$ cat config.mk
export PLATFORM = sky130hd
export DESIGN_NAME = sensor_log_ctrl
export DESIGN_NICKNAME = d
export VERILOG_FILES = /design/src/rtl/sensor_log_ctrl.sv
export SDC_FILE = /design/constraint.sdc
export NUM_CORES = 1
export LEC_CHECK = 0
export CAP_MARGIN = 10
export CELL_PAD_IN_SITES_DETAIL_PLACEMENT = 1
export CELL_PAD_IN_SITES_GLOBAL_PLACEMENT = 1
export CORE_MARGIN = 2
export CORE_UTILIZATION = 40
export DETAILED_ROUTE_END_ITERATION = 10
export GPL_ROUTABILITY_DRIVEN = 0
export PLACE_DENSITY = 0.81
export SETUP_SLACK_MARGIN = 0.3
export SLEW_MARGIN = 10
export SYNTH_ARGS = -nofsm -noshare
export SYNTH_HDL_FRONTEND = slang
export SYNTH_SLANG_ARGS = --single-unit
$ cat constraint.sdc
create_clock -name clk -period 8.9 [get_ports clk]
set_clock_uncertainty 0.1 [all_clocks]
set_input_delay 2.225 -clock clk [delete_from_list [all_inputs] [get_ports clk]]
set_output_delay 2.225 -clock clk [all_outputs]
set_load 0.1 [all_outputs]
$ cat src/rtl/sensor_log_ctrl.sv
// sensor_log_ctrl: logs ADC samples into per-channel circular memory regions.
// Serial read-out on bit_clk; define SENSLOG_POP_ON_READ_EN for FIFO pop.
module sensor_log_ctrl #(
  parameter int NUM_CH    = 3,
  parameter int ADC_W     = 8,
  parameter int ADDR_W    = 6,
  parameter int CH_DEPTH  = 16,
  parameter int BASE_ADDR = 16,
  localparam int CH_W  = (NUM_CH > 1) ? $clog2(NUM_CH) : 1,
  localparam int IDX_W = $clog2(CH_DEPTH)
) (
  input  logic              clk,
  input  logic              reset,
  input  logic              adc_valid,
  output logic              adc_ready,
  input  logic [CH_W-1:0]   adc_ch,
  input  logic [ADC_W-1:0]  adc_data,
  input  logic [7:0]        time_stamp,
  input  logic              rd_req,
  input  logic [CH_W-1:0]   rd_ch,
  input  logic [IDX_W-1:0]  rd_idx,
  output logic              rd_busy,
  output logic              rd_empty,
  input  logic              bit_clk,
  output logic              bit_out,
  output logic              rd_done,
  input  logic [15:0]       mem_read_in,
  output logic [15:0]       mem_data_out,
  output logic [ADDR_W-1:0] mem_address,
  output logic              PC_B,
  output logic              WE,
  output logic              SE,
  output logic [NUM_CH-1:0] ovf
);

`ifdef SENSLOG_POP_ON_READ_EN
  localparam bit POP = 1'b1;
`else
  localparam bit POP = 1'b0;
`endif

  localparam logic [CH_W:0]     NCH  = (CH_W+1)'(NUM_CH);
  localparam logic [IDX_W:0]    FULL = (IDX_W+1)'(CH_DEPTH);
  localparam logic [ADDR_W-1:0] BASE = ADDR_W'(BASE_ADDR);

  typedef enum logic [2:0] {
    IDLE, W_PRE, W_WR, R_PRE, R_SE, SHIFT
  } state_t;

  state_t state, nxt;

  logic [IDX_W-1:0]  wptr [NUM_CH];
  logic [IDX_W:0]    count [NUM_CH];
  logic [CH_W-1:0]   wch, rch;
  logic              pop;
  logic [15:0]       shift;
  logic [3:0]        bcnt;
  logic              bclk_r, bclk_d, bclk_edge;
  logic              wr_ok, rch_ok, rd_ok;
  logic              wr_go, rd_go;
  logic [CH_W-1:0]   wci, rci;
  logic [IDX_W-1:0]  ridx;
  logic [15:0]       word;
  logic [ADDR_W-1:0] wr_addr, rd_addr;

  assign wr_ok  = {1'b0, adc_ch} < NCH;
  assign rch_ok = {1'b0, rd_ch} < NCH;
  assign wci    = wr_ok ? adc_ch : '0;
  assign rci    = rch_ok ? rd_ch : '0;
  assign rd_ok  = rch_ok && ({1'b0, rd_idx} < count[rci]);

  // oldest entry sits count slots behind the write pointer
  assign ridx = wptr[rci] - count[rci][IDX_W-1:0] + rd_idx;

  assign word = ({8'h00, time_stamp} << ADC_W)
              | {{(16-ADC_W){1'b0}}, adc_data};

  assign wr_addr = BASE + (ADDR_W'(wci) << IDX_W)
                 + ADDR_W'(wptr[wci]);
  assign rd_addr = BASE + (ADDR_W'(rci) << IDX_W)
                 + ADDR_W'(ridx);

  assign bclk_edge = bclk_r & ~bclk_d;
  assign bit_out   = shift[15];

  always_ff @(posedge clk) begin
    if (!reset) state <= IDLE;
    else        state <= nxt;
  end

  always_comb begin
    nxt       = state;
    adc_ready = 1'b0;
    rd_busy   = 1'b0;
    PC_B      = 1'b1;
    WE        = 1'b0;
    SE        = 1'b0;
    wr_go     = 1'b0;
    rd_go     = 1'b0;
    unique case (state)
      IDLE: begin
        adc_ready = ~rd_req & reset;
        if (rd_req) begin
          rd_go = 1'b1;
          nxt   = rd_ok ? R_PRE : SHIFT;
        end else if (adc_valid && wr_ok) begin
          wr_go = 1'b1;
          nxt   = W_PRE;
        end
      end
      W_PRE: begin
        PC_B = 1'b0;
        nxt  = W_WR;
      end
      W_WR: begin
        WE  = 1'b1;
        nxt = IDLE;
      end
      R_PRE: begin
        PC_B    = 1'b0;
        rd_busy = 1'b1;
        nxt     = R_SE;
      end
      R_SE: begin
        SE      = 1'b1;
        rd_busy = 1'b1;
        nxt     = SHIFT;
      end
      SHIFT: begin
        rd_busy = 1'b1;
        if (bclk_edge && bcnt == 4'hF) nxt = IDLE;
      end
      default: nxt = IDLE;
    endcase
  end

  always_ff @(posedge clk) begin
    if (!reset) begin
      mem_address  <= '0;
      mem_data_out <= '0;
      rd_empty     <= 1'b0;
      rd_done      <= 1'b0;
      ovf          <= '0;
      wch          <= '0;
      rch          <= '0;
      pop          <= 1'b0;
      shift        <= '0;
      bcnt         <= '0;
      bclk_r       <= 1'b0;
      bclk_d       <= 1'b0;
      for (int i = 0; i < NUM_CH; i++) begin
        wptr[i]  <= '0;
        count[i] <= '0;
      end
    end else begin
      bclk_r  <= bit_clk;
      bclk_d  <= bclk_r;
      rd_done <= 1'b0;
      if (wr_go) begin
        wch          <= adc_ch;
        mem_address  <= wr_addr;
        mem_data_out <= word;
      end
      if (rd_go) begin
        rd_empty <= ~rd_ok;
        rch      <= rd_ch;
        pop      <= (rd_idx == '0);
        bcnt     <= '0;
        if (rd_ok) mem_address <= rd_addr;
        else       shift <= '0;
      end
      if (state == W_WR) begin
        wptr[wch] <= wptr[wch] + IDX_W'(1);
        if (count[wch] == FULL) ovf[wch] <= 1'b1;
        else count[wch] <= count[wch] + (IDX_W+1)'(1);
      end
      if (state == R_SE) begin
        shift <= mem_read_in;
        if (POP && pop)
          count[rch] <= count[rch] - (IDX_W+1)'(1);
      end
      if (state == SHIFT && bclk_edge) begin
        shift <= {shift[14:0], 1'b0};
        bcnt  <= bcnt + 4'd1;
        if (bcnt == 4'hF) rd_done <= 1'b1;
      end
    end
  end

endmodule

## Yosys cells after proc, flatten, opt, wreduce, memory -nomap -nowiden

Memory sizes are Yosys's and may differ from the RTL's. A register that Yosys moved wholly into a read port is not among the register bits.
Index checks and enable logic that the tools add are counted.
W data, S select, Z words.

- Register bits after elaboration: 54
- Bits of input ports: 45
- Bits in latches: 0
- Memories kept: 2
- Bits in writable memories: 27
- Bits in read-only memories: 0
- Output and inout port bits: 33

- Reductions and logical operators: 19
- $add $sub $neg: 9
- Bitwise operators: 8
- Muxes and demuxes: 46
- Shift-type cells: 0
- Multipliers: 0
- Div/mod/pow operators: 0
- Equality and inequality tests: 11
- $lt $le $gt $ge: 5

Memories:

| name | depth | bits a word | rd ports | clocked after memory_dff | write ports | RTL line | RTL |
|---|---|---|---|---|---|---|---|
| count | 3 | 5 | 2 | 1 | 3 | 53 | `logic [IDX_W:0] count [NUM_CH];` |
| wptr | 3 | 4 | 3 | 1 | 3 | 52 | `logic [IDX_W-1:0] wptr [NUM_CH];` |

Operators with widths:

| operator | count |
|---|---|
| $mux W16 | 4 |
| $mux W1 | 21 |
| $mux W6 | 3 |
| $mux W2 | 8 |
| $or A16 B8 Y16 | 1 |
| $pmux W3 S5 | 1 |
| $add A5 B6 Y6 const A | 2 |
| $add A6 B4 Y6 | 2 |
| $mux W3 | 4 |
| $mux W4 | 3 |
| $reduce_and A2 Y1 | 5 |
| $add A4 B1 Y4 const B | 2 |
| $eq A3 B2 Y1 const B | 2 |
| $eq A3 B3 Y1 const B | 2 |
| $add A5 B1 Y5 const B | 1 |
| $eq A5 B5 Y1 const B | 1 |
| $logic_and A1 B1 Y1 | 5 |
| $lt A4 B5 Y1 | 1 |
| $mux W5 | 1 |
| $reduce_or A5 Y1 | 1 |
| $add A4 B4 Y4 | 1 |
| $eq A4 B4 Y1 const B | 1 |
| $lt A2 B2 Y1 const B | 2 |
| $not A1 Y1 | 4 |
| 17 further kinds | 20 |

## Logic depth before layout (Yosys ltp)

Gate-level depths: netlist of run 1.
An unclocked memory read counts as a cell.

- Depth in word-level cells: 9
- Mapped depth: 13
- Mapped depth without buffers: 12

## Worst setup path before layout of run 1

OpenSTA, ideal clock, no wires.

- Path type: register -> output
- Start: register state[2]
- End: output port rd_busy
- Cell stages (with the launch flop): 4
- Data required time: 6.575 ns
- Buffers on the path: 1
- Slack: 3.010 ns
- Arrival time: 3.565 ns
- Cell sequence: dfxtp_1 > clkbuf_1 > nand2b_1 > o21ai_0

- Word-level cells in the longest chain between the ends: 3
- Elaborated cells on any way between the ends: 5
- Classes of those cells: 3 x eq/ne; 1 x mux; 1 x reduce/logical

RTL lines:

| item | RTL line | RTL |
|---|---|---|
| start: declaration | 50 | `state_t state, nxt;` |
| start signal: assignment | 88 | `else state <= nxt;` |
| $eq A3 B3 Y1 / $eq A3 B2 Y1 (equally long branches) | 100 | `unique case (state)` |
| $reduce_or A3 Y1 (no source line) * | -- |  |
| $mux W1 * | 100 |  |
| end: declaration | 22 | `output logic rd_busy,` |

Every way passes the cells marked *; elsewhere a longest branch is shown, timed or not.

## Final worst setup path of run 1

- Start: input port rd_req
- End: output port adc_ready

- Word-level cells in the longest chain between the ends: 3

RTL lines:

| item | RTL line | RTL |
|---|---|---|
| start: declaration | 19 | `input logic rd_req,` |
| $not A1 Y1 | 102 | `adc_ready = ~rd_req & reset;` |
| $and A1 B1 Y1 | 102 |  |
| $mux W1 | 100 |  |
| end: declaration | 15 | `output logic adc_ready,` |

No other way between the ends.

==> summary.md, run 1 <==
| Metric | Value |
|---|---|
| Die area | roughly 12000 um2 |
| # Post-CTS Setup Buffers | 0 |
| Cell area power density | roughly 220 nW/um2 |
| Internal power of the cells | approximately 0.83 mW |
| CP startpoint | rd_req |
| Clock insertion delay at the later pin of the skew report | between 0.3 and 0.4 ns |
| Number of buffers inserted by port buffering | 77 |
| Slew headroom | a little under a quarter |
| Most used flip-flop cell after synthesis | sky130_fd_sc_hd__dfxtp_1 |
| Number of synthesized flops with an enable pin | 36 |
| Total standard cell area after synthesis | between 4000 and 5000 um2 |
| Critical R2R Launch | state[1] |
| Number of antenna violations at the first check in global routing | 0 |
| Switch Pwr | ~0.43 mW |
| Achievable Freq | between 100 and 150 MHz |
| Residual DRC count | 0 |
| Crit path max fanout | 4 |
| Slew @ Worst Pin | between 1 and 1.5 ns |
| GR Util All Layers | a little over a fifth |
| Layout cells sized above 1 | 8.75% |
| Overflow left after global routing | 0 |
| Wire length of the first global-routing pass | slightly above 20000 um |
| Register cell area after layout | ~2200 um2 |
| Area added between synthesis and finish | 25.1% |
| Class of the tightest hold or removal check | register to register |
| Startpoint types | input pin |
| Critical path capture point type | output pin |
| Reported leakage power | roughly 2.2 nW |
| Most frequent cells after synthesis | 75 x sky130_fd_sc_hd__nand2_1, 56 x sky130_fd_sc_hd__dfxtp_1, 41 x sky130_fd_sc_hd__nor2_1 |
| Required time at the endpoint of the critical path | roughly 6.6 ns |
| Total area of multi-input combinational cells | between 2000 and 2500 um2 |
| Pin count of the biggest net entering global routing | 46 |
| Cell count after synthesis | approximately 450 |
| Share of total power in the clock network | 33.3% |
| Number of hold violations in the final report | 0 |
| Maximum level of the CTS H-tree | 3 |
| Sequential share of power | around 39% |
| Standard cell core area | around 11000 um2 |
| Worst setup path end | adc_ready |
| Worst reg2reg setup slack | 5.98 ns |
| Area share of the largest cell type after synthesis | 24.3% |
| Detail-routed net length per standard cell | roughly 19 um |
| Leading area contributor after synthesis | sky130_fd_sc_hd__dfxtp_1 |
| Number of iterations in the first detailed-routing pass | 5 |
| Top cell by count, worst path | sky130_fd_sc_hd__clkdlybuf4s50_1 |
| Main area contributors after synthesis | sky130_fd_sc_hd__dfxtp_1 24%, sky130_fd_sc_hd__edfxtp_1 23%, sky130_fd_sc_hd__mux4_2 8.3% |
| Count of vias placed by the detailed router | 3655 |
| Arrival time of the worst setup path | 4.44 ns |
| Total of warnings raised by yosys | 0 |
| Delay of the slowest cell on the worst path | roughly 1.1 ns |
| Via density per instance | approximately 5.6 |
| Count of final setup violators | 0 |
| Max-slew violation total from the final report | 0 |
| Flip-flop and latch count after synthesis | 92 |
| Syn Area/Cell | 10.3 um2 |
| Register clock-pin slew on the reported worst setup and hold paths | about 0.070 ns |
| Number of primary I/O pins | 78 |
| Antenna diode count | 0 |
| Number of fill cells | roughly 1200 |
| Overall power of the completed layout | approximately 1.3 mW |
| Slowest cell on the critical path | sky130_fd_sc_hd__clkdlybuf4s50_1 |
| Cell Count Post-Placement | 641 |
| Number of nets in the layout | about 570 |
| Bufs on Longest Clock Path | 2 |
| Die X-Extent | roughly 110 um |
| Final Non-Filler Cells | 657 |
| Clock Sink Count | just over 90 |
| Antenna viol nets, final | 0 |
| Cts repair resizes | 0 |
| Worst hold margin | about 0.36 ns |
| Root buffer cell | sky130_fd_sc_hd__clkbuf_16 |
| Worst r2r dst | count[0][2] |
| Number of buffers inserted during clock tree synthesis | 9 |
| Fraction of power spent switching nets | 34.0% |
| Portion of total power attributed to combinational logic | 27.4% |
| Share of the clock period used by the worst path after layout | 76.0% |
| Register-to-Register Path Depth | 5 |
| CTS tree | built |
| Number of different library cells in the post-synthesis netlist | roughly 50 |
| Via count of the first global-routing pass | 3944 |
| Number of buffers added to fix hold violations after cts | 0 |
| Share of flip-flops with an asynchronous set or reset after synthesis | 0% |
| RSZ-0062 raised after global routing | false |
| Finished Core Util | 50.9% |
| Initial standard-cell utilization of the core | 40.7% |
| Estimated wirelength of the detail-placed design | slightly above 9000 um |
| Worst ir drop on vdd | 0.0886 mV |
| Run status | finished clean |
| TNS Setup | 0 ns |
| Time the final worst path needs with I/O delays and setup | 6.77 ns |
| Library cell with the highest instance count after synthesis | sky130_fd_sc_hd__nand2_1 |
| Sequential cell area fraction in the yosys report | 47.8% |
| Overall die height | between 100 and 150 um |
| Cell Chain, Critical Path | clkdlybuf4s50_1, nor4_1, and2_1, clkdlybuf4s50_1 |
| Synthesized net count | between 500 and 600 |
| Count of maximum capacitance violations | 0 |
| Number of placement rows | 39 |
| Drt initial violations | between 200 and 250 |
| Path type of the worst setup path | input pin to output pin |
| Total wirelength of the detailed-routed design | 12700 um |
## metal layers
layer  track usage (%)  up-vias  wire [um]
met1              26.1     1803       5400
met3              4.46       27        668
met5                 0        -          0
met2              35.7      115       6380
met4              7.41        0        281
li1                  -     1710          -
## metrics by stage
stage               worst slack (ns)  cell area [um2]
finish                          2.13             5770
global route                    2.07             5770
CTS                             2.16             5770
detailed placement              2.17             5440
global placement                2.23             5440
floorplan                       3.01             4610
## flip-flops by register name (all words and copies together), names as in the netlist, named ones only
signal and flops:
rd_done 1, bclk_r 1, bcnt 4, state 3, wch 2, shift 16, ovf 3, wptr 16
bclk_d 1, count 20, mem_address 6, mem_data_out 16, rd_empty 1
## worst min path at each step
stage	from	endpoint	cells after the start
after global routing	bclk_r	bclk_d	1
after CTS	bclk_r	bclk_d	1
after global placement	bclk_r	bclk_d	1
after detailed placement	bclk_r	bclk_d	1
final	bclk_r	bclk_d	1
after floorplan	bclk_r	bclk_d	1
## cell usage in the layout, fill, tap and decap left out, types with 3 or more instances in the layout
cell	n
sky130_fd_sc_hd__xor2_1	4
sky130_fd_sc_hd__mux4_2	17
sky130_fd_sc_hd__fa_1	3
sky130_fd_sc_hd__inv_1	29
sky130_fd_sc_hd__nor2b_1	5
sky130_fd_sc_hd__a22oi_1	15
sky130_fd_sc_hd__or2_2	3
sky130_fd_sc_hd__mux4_1	4
sky130_fd_sc_hd__and2_1	6
sky130_fd_sc_hd__ha_1	17
sky130_fd_sc_hd__and3_1	6
sky130_fd_sc_hd__nor2_1	41
sky130_fd_sc_hd__a21oi_1	28
sky130_fd_sc_hd__mux2i_1	3
sky130_fd_sc_hd__clkdlybuf4s50_1	77
sky130_fd_sc_hd__edfxtp_1	36
sky130_fd_sc_hd__clkbuf_16	10
sky130_fd_sc_hd__a211oi_1	4
sky130_fd_sc_hd__a31oi_1	3
sky130_fd_sc_hd__dfxtp_1	56
sky130_fd_sc_hd__o21ai_0	7
sky130_fd_sc_hd__nand2_1	75
sky130_fd_sc_hd__o22ai_1	15
sky130_fd_sc_hd__nand3_1	6
sky130_fd_sc_hd__nand2b_1	3
sky130_fd_sc_hd__xnor2_1	5
## worst max-delay path: cells and delay by family
| family | cells | cell delay, ns |
|---|---|---|
| simple gates | 2 | 0.63 |
| buf+inv | 2 | 1.58 |
## power by group through the flow
stage	Sequential (mW)	Clock, mW	Combinational [mW]
after global routing	0.497	0.436	0.367
final	0.493	0.418	0.344
after CTS	0.492	0.423	0.345
after floorplan	0.564	0	0.183
after global placement	0.498	0	0.331
after detailed placement	0.502	0	0.341
## cell families (layout without fill, tap and decap cells)
family | count (synthesis) | in the layout | share of synthesized area [%]
DFF | 92 | 92 | 47.8
xor gates and xnor gates | 9 | 9 | 1.71
AOI/OAI and AO/OA | 85 | 85 | 12.3
buffers and inverters | 58 | 125 | 5.40
adders and majority gates | 20 | 20 | 5.92
and+or+nand+nor | 158 | 158 | 15.5
muxes | 25 | 25 | 11.5
## layout make-up
class / instances / area share [%]
tap: 143 / 3.10
clock buffer: 11 / 4.58
sequential: 92 / 38.2
multi-input combinational: 297 / 37.4
inverter: 30 / 1.95
timing repair buffer: 79 / 13.6
clock inverter: 5 / 1.11
(Power assumes the default switching activity.)
==> run 2, diff against run 1 <==
clock period = 6.76 ns   (was 8.9 ns; I/O delays follow)
==> run 2 against run 1 <==
  * Die area stayed put
  * Via count increased by 0.74%
  * Critical path depth rose by 7
  * Sequential cell count unchanged
  * Worst hold slack worse by 0.00051 ns
  * Worst setup slack worse by 0.31 ns
  * Non-clock buffer count up 2
  * Register-to-register slack lost 2.1 ns
  * Core utilization down 0.066 points
  * Global-route usage increased by 0.15 points
  * Routed wire length fell by 0.89%
  * Highest routed layer unchanged
==> summary.md, run 2 (same netlist as run 1, synthesis figures left out) <==
| Metric | Value |
|---|---|
| Share of total power in the clock network | 32.2% (was 33.3%) |
| Class of the tightest hold or removal check | register to register (unchanged) |
| Startpoint types | input pin (unchanged) |
| Cts repair resizes | 0 (unchanged) |
| Residual DRC count | 0 (unchanged) |
| Number of placement rows | 39 (unchanged) |
| Worst hold margin | 0.356 ns (about the same) |
| Worst reg2reg setup slack | 3.84 ns (was 5.98 ns) |
| Via count of the first global-routing pass | 3864 (was 3944) |
| Number of antenna violations at the first check in global routing | 0 (unchanged) |
| Max-slew violation total from the final report | 0 (unchanged) |
| Fraction of power spent switching nets | 34.2% (was 34.0%) |
| TNS Setup | 0 ns (unchanged) |
| Die area | 12400 um2 (unchanged) |
| Cell Chain, Critical Path | clkdlybuf4s50_1, inv_1, ha_1, mux4_2, inv_1, ha_1, o21ai_0, o21bai_1, a31oi_2, a221oi_4, o22ai_1 (was clkdlybuf4s50_1, nor4_1, and2_1, clkdlybuf4s50_1) |
| Total wirelength of the detailed-routed design | 12600 um (was 12700 um) |
| Antenna viol nets, final | 0 (unchanged) |
| Layout cells sized above 1 | 9.30% (was 8.75%) |
| Worst hold endpoint | mem_data_out[10] (was bclk_d) |
| Number of buffers added to fix hold violations after cts | 0 (unchanged) |
| Register clock-pin slew on the reported worst setup and hold paths | 0.07 ns (about the same) |
| Slowest cell on the critical path | sky130_fd_sc_hd__a221oi_4 (was sky130_fd_sc_hd__clkdlybuf4s50_1) |
| Critical R2R Launch | state[1] (unchanged) |
| Number of fill cells | 1260 (was 1235) |
| Worst r2r dst | count[0][2] (unchanged) |
| Portion of total power attributed to combinational logic | 27.8% (was 27.4%) |
| Via density per instance | 5.59 (was 5.56) |
| Reported leakage power | 2.17 nW (about the same) |
| Standard cell core area | 11300 um2 (unchanged) |
| Overflow left after global routing | 0 (unchanged) |
| Worst Min Path Start | mem_data_out[10] (was bclk_r) |
| Initial standard-cell utilization of the core | 40.7% (unchanged) |
| Required time at the endpoint of the critical path | 6.85 ns (was 6.58 ns) |
| Number of nets in the layout | 576 (was 574) |
| Commonest non-fill, non-tap cell in the layout | sky130_fd_sc_hd__clkdlybuf4s50_1 (unchanged) |
| Switch Pwr | 0.554 mW (was 0.427 mW) |
| Count of final setup violators | 0 (unchanged) |
| GR Util All Layers | 21.0% (was 20.8%) |
| Register-to-Register Path Depth | 5 (unchanged) |
| Area added between synthesis and finish | 24.9% (was 25.1%) |
| Time the final worst path needs with I/O delays and setup | 4.93 ns |
| Number of buffers inserted during clock tree synthesis | 9 (unchanged) |
| CTS tree | built (unchanged) |
| Count of vias placed by the detailed router | 3682 (was 3655) |
| Antenna diode count | 0 (unchanged) |
| Overall die height | 111 um (unchanged) |
| Drt initial violations | 150 (was 222) |
| Slew headroom | 24.8% (was 23.4%) |
| Number of hold violations in the final report | 0 (unchanged) |
| Pin count of the biggest net entering global routing | 45 (was 46) |
| Number of iterations in the first detailed-routing pass | 4 (was 5) |
| Clock insertion delay at the later pin of the skew report | 0.35 ns (was 0.34 ns) |
| Run status | finished clean (unchanged) |
| Maximum level of the CTS H-tree | 3 (unchanged) |
| Number of buffers inserted by port buffering | 77 (unchanged) |
| RSZ-0062 raised after global routing | false (unchanged) |
| Slew @ Worst Pin | 1.12 ns (was 1.15 ns) |
| Arrival time of the worst setup path | 5.02 ns (was 4.44 ns) |
| Cell area power density | 281 nW/um2 (was 218 nW/um2) |
| Share of the clock period used by the worst path after layout | 73.0% |
| Delay of the slowest cell on the worst path | 0.70 ns (was 1.12 ns) |
| Clock Sink Count | 92 (unchanged) |
| Critical path capture point type | register (was output pin) |
| Estimated wirelength of the detail-placed design | 9300 um (was 9080 um) |
| Die X-Extent | 111 um (unchanged) |
| Crit path max fanout | 15 (was 4) |
| Count of maximum capacitance violations | 0 (unchanged) |
| Wire length of the first global-routing pass | 20600 um (was 20500 um) |
| Buf+Inv Stages, Crit Path | 3 (was 2) |
| Path type of the worst setup path | input pin to register (was input pin to output pin) |
| # Post-CTS Setup Buffers | 0 (unchanged) |
| Sequential share of power | 40.0% (was 39.3%) |
| Detail-routed net length per standard cell | 19.1 um (was 19.4 um) |
| Largest register FFs | 20 (unchanged) |
| Bufs on Longest Clock Path | 2 (unchanged) |
| Achievable Freq | between 200 and 250 MHz |
| Number of cells traversed by the worst hold path | 2 (was 1) |
| Largest register by flop count | count (unchanged) |
| Root buffer cell | sky130_fd_sc_hd__clkbuf_16 (unchanged) |
| Worst ir drop on vdd | 0.179 mV (was 0.0886 mV) |
| Number of primary I/O pins | 78 (unchanged) |
| Leading cell types in the layout, fill and taps excluded | 76 x sky130_fd_sc_hd__clkdlybuf4s50_1, 75 x sky130_fd_sc_hd__nand2_1, 56 x sky130_fd_sc_hd__dfxtp_1 (was 77 x sky130_fd_sc_hd__clkdlybuf4s50_1, 75 x sky130_fd_sc_hd__nand2_1, 56 x sky130_fd_sc_hd__dfxtp_1) |
| Largest delay contributor family on the critical path | compound AO/OA/AOI/OAI gates (was buffers and inverters) |
| Internal power of the cells | 1.07 mW (was 0.828 mW) |
==> run 2: worst max-delay path by stage <==
| stage | start | endpoint | cells after the start |
|---|---|---|---|
| 6_report | rd_ch[1] | shift[4] | 11 |
| 5_1_grt | rd_ch[1] | shift[7] | 11 |
| 4_1_cts | rd_ch[0] | shift[15] | 10 |
| 3_5_place_dp | rd_ch[0] | shift[15] | 10 |
| 3_3_place_gp | rd_ch[0] | shift[15] | 10 |
| 2_1_floorplan | state[2] | rd_busy | 3 |
==> run 2: tightest hold or removal path, cell delays in order, from the launching register on <==
cell	delay, ns
sky130_fd_sc_hd__dfxtp_1	0.31
sky130_fd_sc_hd__nand2_1	0.05
sky130_fd_sc_hd__a21oi_1	0.05
==> run 2: metrics by stage <==
stage / area [um2] / total power [mW] / cells / setup WS, ns / utilization, %
2_1_floorplan: 4610 / 0.984 / 447 / 1.40 / -
3_3_place_gp: 5450 / 1.09 / 643 / 1.58 / 48.2
3_5_place_dp: 5450 / 1.11 / 643 / 1.46 / 48.2
4_1_cts: 5760 / 1.64 / 659 / 1.83 / 50.9
5_1_grt: 5760 / 1.69 / 659 / 1.56 / 50.9
6_report: 5760 / 1.62 / 659 / 1.83 / 50.9
==> run 2: layout make-up <==
cell class              instances  area [um2]  area share [%]
multi-input cells             297        2160            37.5
flip-flops and latches         92        2200            38.2
inverters                      30         113            1.96
well taps                     143         179            3.11
repair buffers                 81         798            13.9
clock inverters                 6        68.8            1.19
clock buffers                  10         239            4.15
==> run 2: power by group through the flow <==
| stage | Clock (mW) | Sequential (mW) | Combinational (mW) |
|---|---|---|---|
| finish | 0.522 | 0.648 | 0.450 |
| global route | 0.554 | 0.654 | 0.481 |
| CTS | 0.535 | 0.649 | 0.453 |
| detailed placement | 0 | 0.660 | 0.449 |
| global placement | 0 | 0.656 | 0.436 |
| floorplan | 0 | 0.743 | 0.241 |
==> run 2: per-layer routing <==
metal	vias to the layer above	track usage [%]	part of all wire [%]
li1	1719	-	-
met3	17	4.95	6.3
met1	1819	27.3	43
met4	0	8.56	1.6
met2	127	33.9	49
met5	-	0	0
==> run 3, diff against run 2 <==
CORE_UTILIZATION = 37   (was 40)
PLACE_DENSITY = 0.79   (was 0.81)
clock period = 4 ns   (was 6.76 ns; I/O delays follow)
==> run 3 against run 2 <==
  * Register-to-register slack got worse by 2.6 ns
  * Worst setup slack got worse by 1.4 ns
  * Non-clock buffer count rose by 24
  * First-iteration DRC count rose by 28%
  * Largest power group unchanged
  * Total power rose by 75%
==> summary.md, run 3 (same netlist as run 1, synthesis figures left out) <==
| Metric | Value |
|---|---|
| Fraction of met2 tracks used by global routing | 33.7% (was 33.9%) |
| Largest register FFs | 20 (unchanged) |
| Number of buffers inserted by port buffering | 77 (unchanged) |
| Met3 routing resource usage after global routing | 4.65% (was 4.95%) |
| Worst Min Path Start | bclk_r (was mem_data_out[10]) |
| Area added between synthesis and finish | 31.6% (was 24.9%) |
| Antenna viol nets, final | 0 (unchanged) |
| Initial standard-cell utilization of the core | 38.1% (was 40.7%) |
| Most congested layer reported by global routing | met2 (unchanged) |
| Number of antenna violations at the first check in global routing | 0 (unchanged) |
| GR Util All Layers | 20.7% (was 21.0%) |
| Overall die height | 116 um (was 111 um) |
| Worst setup slack after layout | 0.448 ns (was 1.83 ns) |
| Time the final worst path needs with I/O delays and setup | approximately 3.6 ns |
| Via count of the first global-routing pass | 4048 (was 3864) |
| Arrival time of the worst setup path | 3.65 ns (was 5.02 ns) |
| Register clock-pin slew on the reported worst setup and hold paths | 0.07 ns (about the same) |
| Die area | 13400 um2 (was 12400 um2) |
| Register-to-Register Path Depth | 11 (was 5) |
| Worst hold margin | 0.352 ns (was 0.356 ns) |
| Number of hold violations in the final report | 0 (unchanged) |
| Post-route cell area | 6070 um2 (was 5760 um2) |
| Reported leakage power | 2.32 nW (was 2.17 nW) |
| Root buffer cell | sky130_fd_sc_hd__clkbuf_16 (unchanged) |
| Die X-Extent | 116 um (was 111 um) |
| Estimated wirelength of the detail-placed design | 9210 um (was 9300 um) |
| Number of primary I/O pins | 78 (unchanged) |
| Number of nets in the layout | 600 (was 576) |
| Clock Sink Count | 92 (unchanged) |
| Number of iterations in the first detailed-routing pass | 4 (unchanged) |
| Overflow left after global routing | 0 (unchanged) |
| Critical path capture point type | register (unchanged) |
| Number of buffers inserted during clock tree synthesis | 9 (unchanged) |
| Crit path max fanout | 8 (was 15) |
| Standard cell core area | 12100 um2 (was 11300 um2) |
| Drt initial violations | 192 (was 150) |
| Slew headroom | 33.3% (was 24.8%) |
| Wire length of the first global-routing pass | 21300 um (was 20600 um) |
| Worst ir drop on vdd | 0.188 mV (was 0.179 mV) |
| Worst reg2reg setup slack | 1.23 ns (was 3.84 ns) |
| Achievable Freq | ~280 MHz |
| Residual DRC count | 0 (unchanged) |
| Total wirelength of the detailed-routed design | 13400 um (was 12600 um) |
| Via density per instance | 5.41 (was 5.59) |
| GR Layer Usage met1 | 26.9% (was 27.3%) |
| Slew @ Worst Pin | 0.997 ns (was 1.12 ns) |
| Share of the clock period used by the worst path after layout | approximately 89% |
| Startpoint types | input pin (unchanged) |
| Commonest non-fill, non-tap cell in the layout | sky130_fd_sc_hd__nand2_1 (was sky130_fd_sc_hd__clkdlybuf4s50_1) |
| CP startpoint | rd_ch[0] (was rd_ch[1]) |
| Pin count of the biggest net entering global routing | 45 (unchanged) |
| RSZ-0062 raised after global routing | false (unchanged) |
| Largest register by flop count | count (unchanged) |
| Count of final setup violators | 0 (unchanged) |
| Detail-routed net length per standard cell | 18.9 um (was 19.1 um) |
| CTS tree | built (unchanged) |
| Bufs on Longest Clock Path | 2 (unchanged) |
| Worst setup path end | shift[1] (was shift[4]) |
| Path type of the worst setup path | input pin to register (unchanged) |
| Area after DPL | 5650 um2 (was 5450 um2) |
| Required time at the endpoint of the critical path | 4.10 ns (was 6.85 ns) |
| Run status | finished clean (unchanged) |
| Worst slack at placement | -0.241 ns (was 1.46 ns) |
| Class of the tightest hold or removal check | register to register (unchanged) |
| Worst r2r dst | shift[1] (was count[0][2]) |
| Count of maximum capacitance violations | 0 (unchanged) |
| Leading cell types in the layout, fill and taps excluded | 75 x sky130_fd_sc_hd__nand2_1, 70 x sky130_fd_sc_hd__clkdlybuf4s50_1, 56 x sky130_fd_sc_hd__dfxtp_1 (was 76 x sky130_fd_sc_hd__clkdlybuf4s50_1, 75 x sky130_fd_sc_hd__nand2_1, 56 x sky130_fd_sc_hd__dfxtp_1) |
| Maximum level of the CTS H-tree | 3 (unchanged) |
| Clock insertion delay at the later pin of the skew report | 0.35 ns (about the same) |
| Critical R2R Launch | count[1][1] (was state[1]) |
| Antenna diode count | 0 (unchanged) |
| Layout cells sized above 1 | 15.7% (was 9.30%) |
| Number of buffers added to fix hold violations after cts | 0 (unchanged) |
| Count of vias placed by the detailed router | 3827 (was 3682) |
| Cell area power density | 468 nW/um2 (was 281 nW/um2) |
| Number of placement rows | 40 (was 39) |
| Max-slew violation total from the final report | 0 (unchanged) |
==> run 3: cell types whose count changed in the layout (fill, tap and decap cells not counted), sizes merged <==
cell           previous run  this run
clkbuf                   10        13
dlygate4sd2               0         2
inv                      32        31
clkdlybuf4s50            76        70
bufbuf                    0         1
bufinv                    1         0
buf                       5        32
clkinv                    3         2
==> run 3: report_power, final <==
| group | leakage [nW] | switching (mW) | internal [mW] | total, mW |
|---|---|---|---|---|
| logic | 1.34 | 0.529 | 0.314 | 0.843 |
| clock network | 0.156 | 0.380 | 0.517 | 0.897 |
| registers | 0.816 | 0.0582 | 1.04 | 1.10 |
==> run 3: stage by stage <==
stage               utilization, %  cells  setup TNS (ns)  power [mW]
finish                        50.1    708               0        2.84
global route                  50.1    708               0        2.96
CTS                           50.1    708               0        2.85
detailed placement            46.6    687           -4.00        1.91
global placement              46.6    687           -1.38        1.88
floorplan                        -    447               0        1.67
==> run 3: how the worst min path moves through the flow <==
stage,end,slack [ns],depth (start not counted)
6_report,bclk_d,0.35,1
5_1_grt,bclk_d,0.37,1
4_1_cts,bclk_d,0.35,1
3_5_place_dp,bclk_d,0.34,1
3_3_place_gp,bclk_d,0.33,1
2_1_floorplan,bclk_d,0.32,1
==> run 3: critical path: stages <==
cell and delay [ns]:
sky130_fd_sc_hd__dlygate4sd2_1 0.29, sky130_fd_sc_hd__ha_4 0.20, sky130_fd_sc_hd__buf_8 0.14, sky130_fd_sc_hd__buf_4 0.11
sky130_fd_sc_hd__mux4_2 0.49, sky130_fd_sc_hd__inv_2 0.09, sky130_fd_sc_hd__ha_4 0.13, sky130_fd_sc_hd__o21ai_1 0.07
sky130_fd_sc_hd__o21bai_2 0.21, sky130_fd_sc_hd__a31oi_4 0.14, sky130_fd_sc_hd__a221oi_4 0.36, sky130_fd_sc_hd__buf_4 0.18
sky130_fd_sc_hd__buf_12 0.12, sky130_fd_sc_hd__o22ai_1 0.10
==> run 3: area by class of cell <==
cell class | count | area [um2]
clock buffers | 13 | 293
clock inverters | 3 | 22.5
fillers | 1350 | 6040
inverters | 30 | 113
multi-input cells | 297 | 2200
flip-flops and latches | 92 | 2200
well taps | 168 | 210
repair buffers | 105 | 1020
==> run 3: repair_timing <==
item                                    4_1_cts  5_1_grt
buffers inserted                              4        0
cloned                                        1        0
pin swaps                                     3        1
endpoints found under the setup margin       23        1
gates resized for setup                      16        0
==> run 3: routing by layer <==
| metal | part of all wire (%) | wire length [um] | vias to the layer above |
|---|---|---|---|
| met3 | 6.5 | 863 | 29 |
| met5 | 0 | 0 | - |
| met2 | 48 | 6450 | 119 |
| met4 | 2.6 | 352 | 0 |
| met1 | 43 | 5700 | 1917 |
| li1 | - | - | 1762 |
